==> src/rtl/bht_access_arbiter.sv <==
`default_nettype none
// +--------------------------------------------------------------------------+
// | Module      : bht_access_arbiter                                         |
// | Description : Shares one single-port BHT table RAM (2-bit counters,      |
// |               1-cycle read latency) between fetch-side lookups and       |
// |               execute-side counter updates. Updates are buffered in a    |
// |               small FIFO and applied as read-modify-write pairs.         |
// | Macro       : BHT_INIT_EN - when defined, reset enters an INIT sweep     |
// |               that writes 2'b01 to every entry before serving traffic.   |
// | Ports       : clock/reset             - clock, sync active-high reset    |
// |               lookup_valid/index/ready - prediction request handshake    |
// |               pred_valid/pred_taken   - prediction, one cycle later      |
// |               upd_valid/index/taken/ready - resolved-branch push         |
// |               tbl_en/we/addr/wdata/rdata - table RAM port                |
// | Revision    : 1.0 - initial release                                      |
// +--------------------------------------------------------------------------+
module bht_access_arbiter #(
  parameter int INDEX_W = 6,
  parameter int QDEPTH  = 4
) (
  input  logic               clock,
  input  logic               reset,
  input  logic               lookup_valid,
  input  logic [INDEX_W-1:0] lookup_index,
  output logic               lookup_ready,
  output logic               pred_valid,
  output logic               pred_taken,
  input  logic               upd_valid,
  input  logic [INDEX_W-1:0] upd_index,
  input  logic               upd_taken,
  output logic               upd_ready,
  output logic               tbl_en,
  output logic               tbl_we,
  output logic [INDEX_W-1:0] tbl_addr,
  output logic [1:0]         tbl_wdata,
  input  logic [1:0]         tbl_rdata
);

  localparam int PTR_W = $clog2(QDEPTH);
  localparam int CNT_W = PTR_W + 1;
  localparam logic [CNT_W-1:0] FULL_CNT = CNT_W'(QDEPTH);

`ifdef BHT_INIT_EN
  localparam logic [1:0] ST_INIT   = 2'd0;
`endif
  localparam logic [1:0] ST_IDLE   = 2'd1;
  localparam logic [1:0] ST_UPD_RD = 2'd2;
  localparam logic [1:0] ST_UPD_WR = 2'd3;

  logic [1:0]         state_q, state_d;
  logic [PTR_W-1:0]   head_q, head_d;
  logic [PTR_W-1:0]   tail_q, tail_d;
  logic [CNT_W-1:0]   count_q, count_d;
  logic               pred_valid_q, pred_valid_d;
  logic [INDEX_W-1:0] fifo_idx_q [QDEPTH];
  logic               fifo_tkn_q [QDEPTH];

  logic               full, empty, push, pop, in_init;
  logic [INDEX_W-1:0] head_idx;
  logic               head_tkn;
  logic [1:0]         sat_cnt;

`ifdef BHT_INIT_EN
  logic [INDEX_W-1:0] init_addr_q, init_addr_d;
  assign in_init = (state_q == ST_INIT);
`else
  assign in_init = 1'b0;
`endif

  assign full     = (count_q == FULL_CNT);
  assign empty    = (count_q == '0);
  assign head_idx = fifo_idx_q[head_q];
  assign head_tkn = fifo_tkn_q[head_q];

  // Saturating 2-bit counter step applied to the value read in UPD_RD.
  always_comb begin
    sat_cnt = tbl_rdata;
    if (head_tkn) begin
      if (tbl_rdata != 2'b11) sat_cnt = tbl_rdata + 2'b01;
    end else begin
      if (tbl_rdata != 2'b00) sat_cnt = tbl_rdata - 2'b01;
    end
  end

  always_comb begin
    state_d      = state_q;
    lookup_ready = 1'b0;
    tbl_en       = 1'b0;
    tbl_we       = 1'b0;
    tbl_addr     = '0;
    tbl_wdata    = 2'b00;
    pop          = 1'b0;
`ifdef BHT_INIT_EN
    init_addr_d  = init_addr_q;
`endif
    case (state_q)
`ifdef BHT_INIT_EN
      ST_INIT: begin
        tbl_en      = 1'b1;
        tbl_we      = 1'b1;
        tbl_addr    = init_addr_q;
        tbl_wdata   = 2'b01;
        init_addr_d = init_addr_q + 1'b1;
        if (init_addr_q == '1) state_d = ST_IDLE;
      end
`endif
      ST_IDLE: begin
        lookup_ready = !full;
        // A full queue pre-empts fetch so execute can never deadlock.
        if (full) begin
          state_d = ST_UPD_RD;
        end else if (lookup_valid) begin
          tbl_en   = 1'b1;
          tbl_addr = lookup_index;
        end else if (!empty) begin
          state_d = ST_UPD_RD;
        end
      end
      ST_UPD_RD: begin
        tbl_en   = 1'b1;
        tbl_addr = head_idx;
        state_d  = ST_UPD_WR;
      end
      ST_UPD_WR: begin
        tbl_en    = 1'b1;
        tbl_we    = 1'b1;
        tbl_addr  = head_idx;
        tbl_wdata = sat_cnt;
        pop       = 1'b1;
        state_d   = ST_IDLE;
      end
      default: state_d = ST_IDLE;
    endcase
    // Reset abandons any in-flight access: the port is quiet in that cycle.
    if (reset) begin
      lookup_ready = 1'b0;
      tbl_en       = 1'b0;
      tbl_we       = 1'b0;
    end
  end

  // The slot freed by a pop in UPD_WR can be refilled in the same cycle.
  assign upd_ready    = !reset && !in_init && (!full || pop);
  assign push         = upd_valid && upd_ready;
  assign pred_valid_d = lookup_valid && lookup_ready;
  assign pred_valid   = pred_valid_q && !reset;
  assign pred_taken   = pred_valid && tbl_rdata[1];

  assign head_d  = pop  ? head_q + 1'b1 : head_q;
  assign tail_d  = push ? tail_q + 1'b1 : tail_q;
  assign count_d = count_q + CNT_W'(push) - CNT_W'(pop);

  always_ff @(posedge clock) begin
    if (reset) begin
`ifdef BHT_INIT_EN
      state_q     <= ST_INIT;
      init_addr_q <= '0;
`else
      state_q     <= ST_IDLE;
`endif
      head_q       <= '0;
      tail_q       <= '0;
      count_q      <= '0;
      pred_valid_q <= 1'b0;
    end else begin
`ifdef BHT_INIT_EN
      init_addr_q <= init_addr_d;
`endif
      state_q      <= state_d;
      head_q       <= head_d;
      tail_q       <= tail_d;
      count_q      <= count_d;
      pred_valid_q <= pred_valid_d;
    end
  end

  // Queue storage needs no reset; the pointers define what is valid.
  always_ff @(posedge clock) begin
    if (push) begin
      fifo_idx_q[tail_q] <= upd_index;
      fifo_tkn_q[tail_q] <= upd_taken;
    end
  end

endmodule
`default_nettype wire

==> config.mk <==
export PLATFORM = sky130hd
export DESIGN_NAME = bht_access_arbiter
export DESIGN_NICKNAME = d
export VERILOG_FILES = /design/src/rtl/bht_access_arbiter.sv
export SDC_FILE = /design/constraint.sdc
export NUM_CORES = 1
export LEC_CHECK = 0
export ABC_CLOCK_PERIOD_IN_PS = 3100
export CAP_MARGIN = 20
export CORE_ASPECT_RATIO = 1.2
export CORE_MARGIN = 4
export CORE_UTILIZATION = 52
export CTS_CLUSTER_DIAMETER = 30
export CTS_CLUSTER_SIZE = 28
export DETAILED_ROUTE_END_ITERATION = 10
export PLACE_DENSITY = 0.86
export SETUP_SLACK_MARGIN = 0.2
export SYNTH_ARGS = -nofsm -noshare
export SYNTH_HDL_FRONTEND = slang
export SYNTH_SLANG_ARGS = --single-unit
export TNS_END_PERCENT = 30
==> constraint.sdc <==
create_clock -name clock -period 3.1 [get_ports clock]
set_clock_uncertainty 0.1 [all_clocks]
set_input_delay 0.62 -clock clock [delete_from_list [all_inputs] [get_ports clock]]
set_output_delay 0.62 -clock clock [all_outputs]
set_load 0.01 [all_outputs]
Yosys cells after proc, flatten, opt, wreduce, memory -nomap -nowiden. Memory sizes are Yosys's and may differ from the RTL's. A register that Yosys moved wholly into a read port is not among the register bits. Index checks and enable logic that the tools add are counted.

Input port bits: 19. Flip-flop bits (word level): 10. Output and inout port bits: 14. Memories: 2. RAM bits: 28. Logic and storage cells: 57.

Memory list: fifo_idx_q (depth 4, bits a word 6, read ports 1, clocked after memory_dff 1, write ports 1, RTL line 55) `logic [INDEX_W-1:0] fifo_idx_q [QDEPTH];`; fifo_tkn_q (depth 4, bits a word 1, read ports 1, clocked after memory_dff 1, write ports 1, RTL line 56) `logic fifo_tkn_q [QDEPTH];`.

Reduce and logical (&&, ||, !) cells: 12. Add/subtract/negate cells: 6. Multiplexer cells: 25. Eq/ne operators: 7.

Operators with widths (number): 2-to-1 mux 2 bit (11); 2-to-1 mux 6 bit (2); case mux 6 bit (2 select lines) (1); 2-to-1 mux 1 bit (9); adder 2 x 1 -> 2 bit, second input constant (3); != test 3 bit, second input constant (2); logical AND 1 bit (5); equality test 2 bit, second input constant (2); case mux 2 bit (2 select lines) (1); adder 3 x 1 -> 3 bit (1); equality test 3 bit, second input constant (1); zero test 3 bit (1); subtractor 3 x 1 -> 3 bit (1); equality test 2 x 1 -> 1 bit, second input constant (1); zero test 1 bit (2); != test 2 bit, second input constant (1); case mux 1 bit (2 select lines) (1); AND reduction 2 bit (1); nonzero test 2 bit (1); OR reduction 2 bit (1); subtractor 2 x 1 -> 2 bit, second input constant (1); logical OR 1 bit (1).

Logic depth before layout (Yosys ltp).
Depth after elaboration: 7. Gate-level depth with buffers: 12.

Worst setup path before layout. OpenSTA, ideal clock, no wires.

Path kind: input to register. Start: input port reset. End: register count_q[2]. Path buffers: 1. Slack: 611 ps. Data arrival time: 2260 ps. Library setup time: 129 ps. Stages: 11. Cell sequence: clkbuf_1 > nand2b_1 > nor2_1 > inv_1 > ha_1 > inv_1 > ha_1 > fa_1 > xnor2_1 > xnor2_1 > nor2_1.

Longest elaborated chain between the ends: 5.

Ends and longest elaborated chain: from (decl) (RTL line 22) `input logic reset,`; zero test 1 bit (RTL line 143) `assign upd_ready = !reset && !in_init && (!full || pop);`; logical AND 1 bit (RTL line 143); logical AND 1 bit (RTL line 144) `assign push = upd_valid && upd_ready;`; adder 3 x 1 -> 3 bit (RTL line 151) `assign count_d = count_q + CNT_W'(push) - CNT_W'(pop);`; subtractor 3 x 1 -> 3 bit (RTL line 151); to (signal assigned) (RTL line 172) `count_q <= count_d;`; to (decl) (RTL line 53) `logic [CNT_W-1:0] count_q, count_d;`.

Parallel ways exist; a longest one is shown, timed or not. A chain may end at the register's enable or synchronous reset.

Worst setup path in the final report.
Start: input port lookup_valid. End: output port tbl_addr[0].

Longest elaborated chain between the ends: 3.

Ends and longest elaborated chain: from (decl) (RTL line 23) `input logic lookup_valid,`; 2-to-1 mux 6 bit (RTL line 112) `end else if (lookup_valid) begin`; 2-to-1 mux 6 bit (RTL line 110) `if (full) begin`; case mux 6 bit (2 select lines) (RTL line 96) `case (state_q)`; to (decl) (RTL line 34) `output logic [INDEX_W-1:0] tbl_addr,`.

No other way between the ends.

==> impl_metrics.ini <==
[logic_synthesis]
post_synth.cell_area_avg_sq_um = 12.9
synth_mux_area_share_pct = 8.94
synth-seq-cells = 40
synth.lib_cells_used.distinct = 39
synth_adder_area_share_pct = 8.11
post_synth_inst_count = 151
post_synthesis_share_of_cell_area_spent_on_xor_and_xnor_gates_pct = 1.80
synth_compound_gate_area_share_pct = 7.59
synth_seq_area_share_pct = 55.6
mappedNetlistNets = 182
yosysWarnings = 0
synth_area_in_simple_gates_pct = 13.4
post_synth_instance_area_sq_um = 1940
synth_top_family_by_area = simple AND/OR/NAND/NOR gates

[global_routing]
track_usage_pct = 16.8
number_of_antenna_violations_at_the_first_check_in_global_routing = 0
globalRoute.busiestLayer = met2
use_met2_pct = 30.1
wire_length_of_the_first_global_routing_pass_mm = 6.00
grt.met1_usage_pct = 18.9
globalRouteOverflowTotal = 0
grt_start_max_net_pins = 19
gr_met3_demand_resource_pct = 4.18
grt_pass1_vias = 1255

[floorplan]
die_y_um = 75.0
std_cell_rows = 24
core-area_sq_um = 3630
floorplan.io_pins = 33
initial_core_utilization_pct = 53.5
die_footprint_sq_um = 4790
floorplan.die.width_um = 63.8

[layout]
layout.cells.most_common = sky130_fd_sc_hd__edfxtp_1
diodes = 0
post_route_cells_drive_above_1_share_pct = 13.7
nNetsFinal = 220
flow.area_growth_from_synthesis_pct = 27.3
seqCellArea_sq_um = 1080
layout_common_cells = sky130_fd_sc_hd__edfxtp_1 (28), sky130_fd_sc_hd__clkdlybuf4s50_1 (27), sky130_fd_sc_hd__inv_1 (12), sky130_fd_sc_hd__ha_1 (11), sky130_fd_sc_hd__dfxtp_1 (11)
fillCellCount = 294
multiInputGateArea_sq_um = 796

[clock_network]
cts_tree = yes
path_clk_slew_ps = 80
clock_path_buffers = 2
numCtsBuffers = 5
ctsRootBufferMaster = sky130_fd_sc_hd__clkbuf_8
insertion_delay_ps = 290
cts_hold_repair.buffers = 0
cts_sinks = 40
cts_max_level = 2

[routing]
vias = 1298
drt_iter0_markers = 51
final_antenna_net_count = 0
firstDrtPassIters = 4
wirelength_mm = 3.76
vias_per_cell = 5.36
wl_per_cell_um = 15.6
drcViolationCount = 0

[critical_path]
cp_slowest_cell = sky130_fd_sc_hd__clkdlybuf4s50_1
timing.setup.critical_path_class = input pin to output port
setup.worst_path.start = lookup_valid
timing.reg2reg.setup_slack_ps = 330
worstPathCellList = clkdlybuf4s50_1 > inv_1 > nor4_4 > buf_4 > a221o_1 > clkdlybuf4s50_1
critical-path-max-stage-delay_ps = 530
worst_ep_arrival_ps = 2260
critical_path_required_ps = 2380
cpMostUsedCell = sky130_fd_sc_hd__clkdlybuf4s50_1
rr_startpoint = state_q[0]
cp-start-kind = input pin
timing.critical_path.to_type = output port
critical_path.max_fanout = 4

[power]
power_internal_mw = 1.23
switching_power_of_the_nets_mw = 0.559
worst_ir_drop_vdd_mv = 0.487
leakage_dissipation_nw = 0.956
power.share.combinational_pct = 37.7
pwr_density_nw_per_um2 = 722
power_switching_share_pct = 31.2
clock_power_share_pct = 22.9
pwr-share-seq_pct = 39.3

[run_status]
status = complete, no violations

[timing]
shortest_period_the_worst_path_allows_ps = 2980
maxSlewViolCount = 0
tightest_slew_ps = 401
min_period_over_period_pct = 96.1
count_of_endpoints_failing_setup_in_the_final_report = 0
relSlewSlack_pct = 73.2
totalNegativeSetupSlack_ps = 0
number_of_hold_slack_violations_in_the_final_timing_report = 0
max_freq_mhz = 336
smallest_hold_slack_ps = 431
rsz0062_at_grt = true

[place]
io_buffers = 32
finalWeightedCongestion = 0.766
dp_hpwl_mm = 2.77

[worst_hold_path]
hold_path_startpoint = head_q[1]
hp-class = register to register

[job]
number_of_max_cap_violations = 0
## worst max-delay path, delay by kind of cell
| kind | cells | cell delay, ps |
|---|---|---|
| compound gates | 1 | 140 |
| buf+inv | 4 | 1260 |
| simple gates | 1 | 240 |
## power groups by stage
stage / sequential (mW) / combinational, mW / clock [mW]
2_1_floorplan: 0.677 / 0.442 / 0
3_3_place_gp: 0.703 / 0.625 / 0
3_5_place_dp: 0.710 / 0.655 / 0
4_1_cts: 0.699 / 0.675 / 0.416
5_1_grt: 0.709 / 0.738 / 0.439
6_report: 0.703 / 0.675 / 0.410
## Yosys cell counts
master | number | area, sq um
sky130_fd_sc_hd__buf_6 | 2 | 22.5
sky130_fd_sc_hd__o22ai_1 | 2 | 12.5
sky130_fd_sc_hd__o21ai_1 | 2 | 10.0
sky130_fd_sc_hd__nor4_4 | 1 | 21.3
sky130_fd_sc_hd__a21oi_1 | 2 | 10.0
sky130_fd_sc_hd__ha_1 | 11 | 138
sky130_fd_sc_hd__o21ai_0 | 1 | 5.00
sky130_fd_sc_hd__inv_1 | 12 | 45.0
sky130_fd_sc_hd__a211oi_2 | 1 | 12.5
sky130_fd_sc_hd__nand2b_1 | 3 | 18.8
sky130_fd_sc_hd__nand3_1 | 2 | 10.0
sky130_fd_sc_hd__nor3b_2 | 1 | 12.5
sky130_fd_sc_hd__a22oi_1 | 1 | 7.51
sky130_fd_sc_hd__clkbuf_1 | 2 | 7.51
sky130_fd_sc_hd__xor2_1 | 1 | 8.76
sky130_fd_sc_hd__dfxtp_1 | 12 | 240
sky130_fd_sc_hd__buf_1 | 1 | 3.75
sky130_fd_sc_hd__or4b_4 | 1 | 13.8
sky130_fd_sc_hd__nand2_1 | 1 | 3.75
sky130_fd_sc_hd__mux2_2 | 2 | 22.5
sky130_fd_sc_hd__a21oi_2 | 1 | 8.76
sky130_fd_sc_hd__or3_1 | 2 | 12.5
sky130_fd_sc_hd__mux2_1 | 5 | 56.3
sky130_fd_sc_hd__o21bai_2 | 1 | 11.3
sky130_fd_sc_hd__edfxtp_1 | 28 | 841
sky130_fd_sc_hd__inv_2 | 1 | 3.75
sky130_fd_sc_hd__a221o_1 | 6 | 60.1
sky130_fd_sc_hd__mux2i_1 | 8 | 80.1
sky130_fd_sc_hd__nor2_1 | 10 | 37.5
sky130_fd_sc_hd__a222oi_1 | 1 | 10.0
sky130_fd_sc_hd__and2_1 | 2 | 12.5
sky130_fd_sc_hd__nor2b_1 | 7 | 43.8
sky130_fd_sc_hd__xnor2_1 | 3 | 26.3
sky130_fd_sc_hd__fa_1 | 1 | 20.0
sky130_fd_sc_hd__nor3_1 | 7 | 35.0
sky130_fd_sc_hd__nor4b_2 | 1 | 15.0
sky130_fd_sc_hd__buf_2 | 1 | 5.00
sky130_fd_sc_hd__and3_1 | 4 | 25.0
sky130_fd_sc_hd__mux2_4 | 1 | 15.0
## sequential cells by signal (all words and copies together), names as in the netlist, named ones only
signal	cells
pred_valid_q	1
fifo_tkn_q	4
state_q	2
fifo_idx_q	24
head_q	2
count_q	3
tail_q	2
## per-stage QoR
stage	std cells	utilization (%)	power (mW)	instance area, sq um	worst slack [ps]
3_5_place_dp	232	64.0	1.36	2330	-68.6
6_report	242	68.1	1.79	2470	122
2_1_floorplan	151	-	1.12	1940	611
3_3_place_gp	232	64.0	1.33	2330	46.0
4_1_cts	241	67.5	1.79	2450	51.0
5_1_grt	242	68.1	1.89	2470	52.8
## logic make-up (layout without fill, tap and decap cells)
kind of cell / after synthesis / count (layout)
and+or+nand+nor: 42 / 42
DFF: 40 / 40
buffers and inverters: 19 / 58
AOI/OAI and AO/OA: 18 / 18
muxes: 16 / 16
adders and majority gates: 12 / 12
xor gates and xnor gates: 4 / 4
## repair_timing
item,CTS,global route
setup buffers,1,1
pin swaps,1,0
resized for setup,5,5
setup endpoints to repair,9,10
cloned,0,0
## path summary, 6_finish.rpt
kind,end,cells after the start
max,tbl_addr[0],6
min,head_q[1],2
max reg2reg,count_q[2],12
min reg2reg,head_q[1],2
## cell type report
cell class | instances | share of cell area, %
Tap cell | 52 | 2.63
Inverter | 13 | 1.97
Clock buffer | 6 | 2.93
Timing Repair Buffer | 37 | 15.2
Sequential cell | 40 | 43.7
Clock inverter | 2 | 1.42
Multi-Input combinational cell | 92 | 32.2
## metal layers
layer,wire [um],share of wire (%)
met1,1480,39
met2,2010,53
met3,199,5.3
met4,80,2.1
met5,0,0
Note: power is estimated with default switching activity, not from simulation.
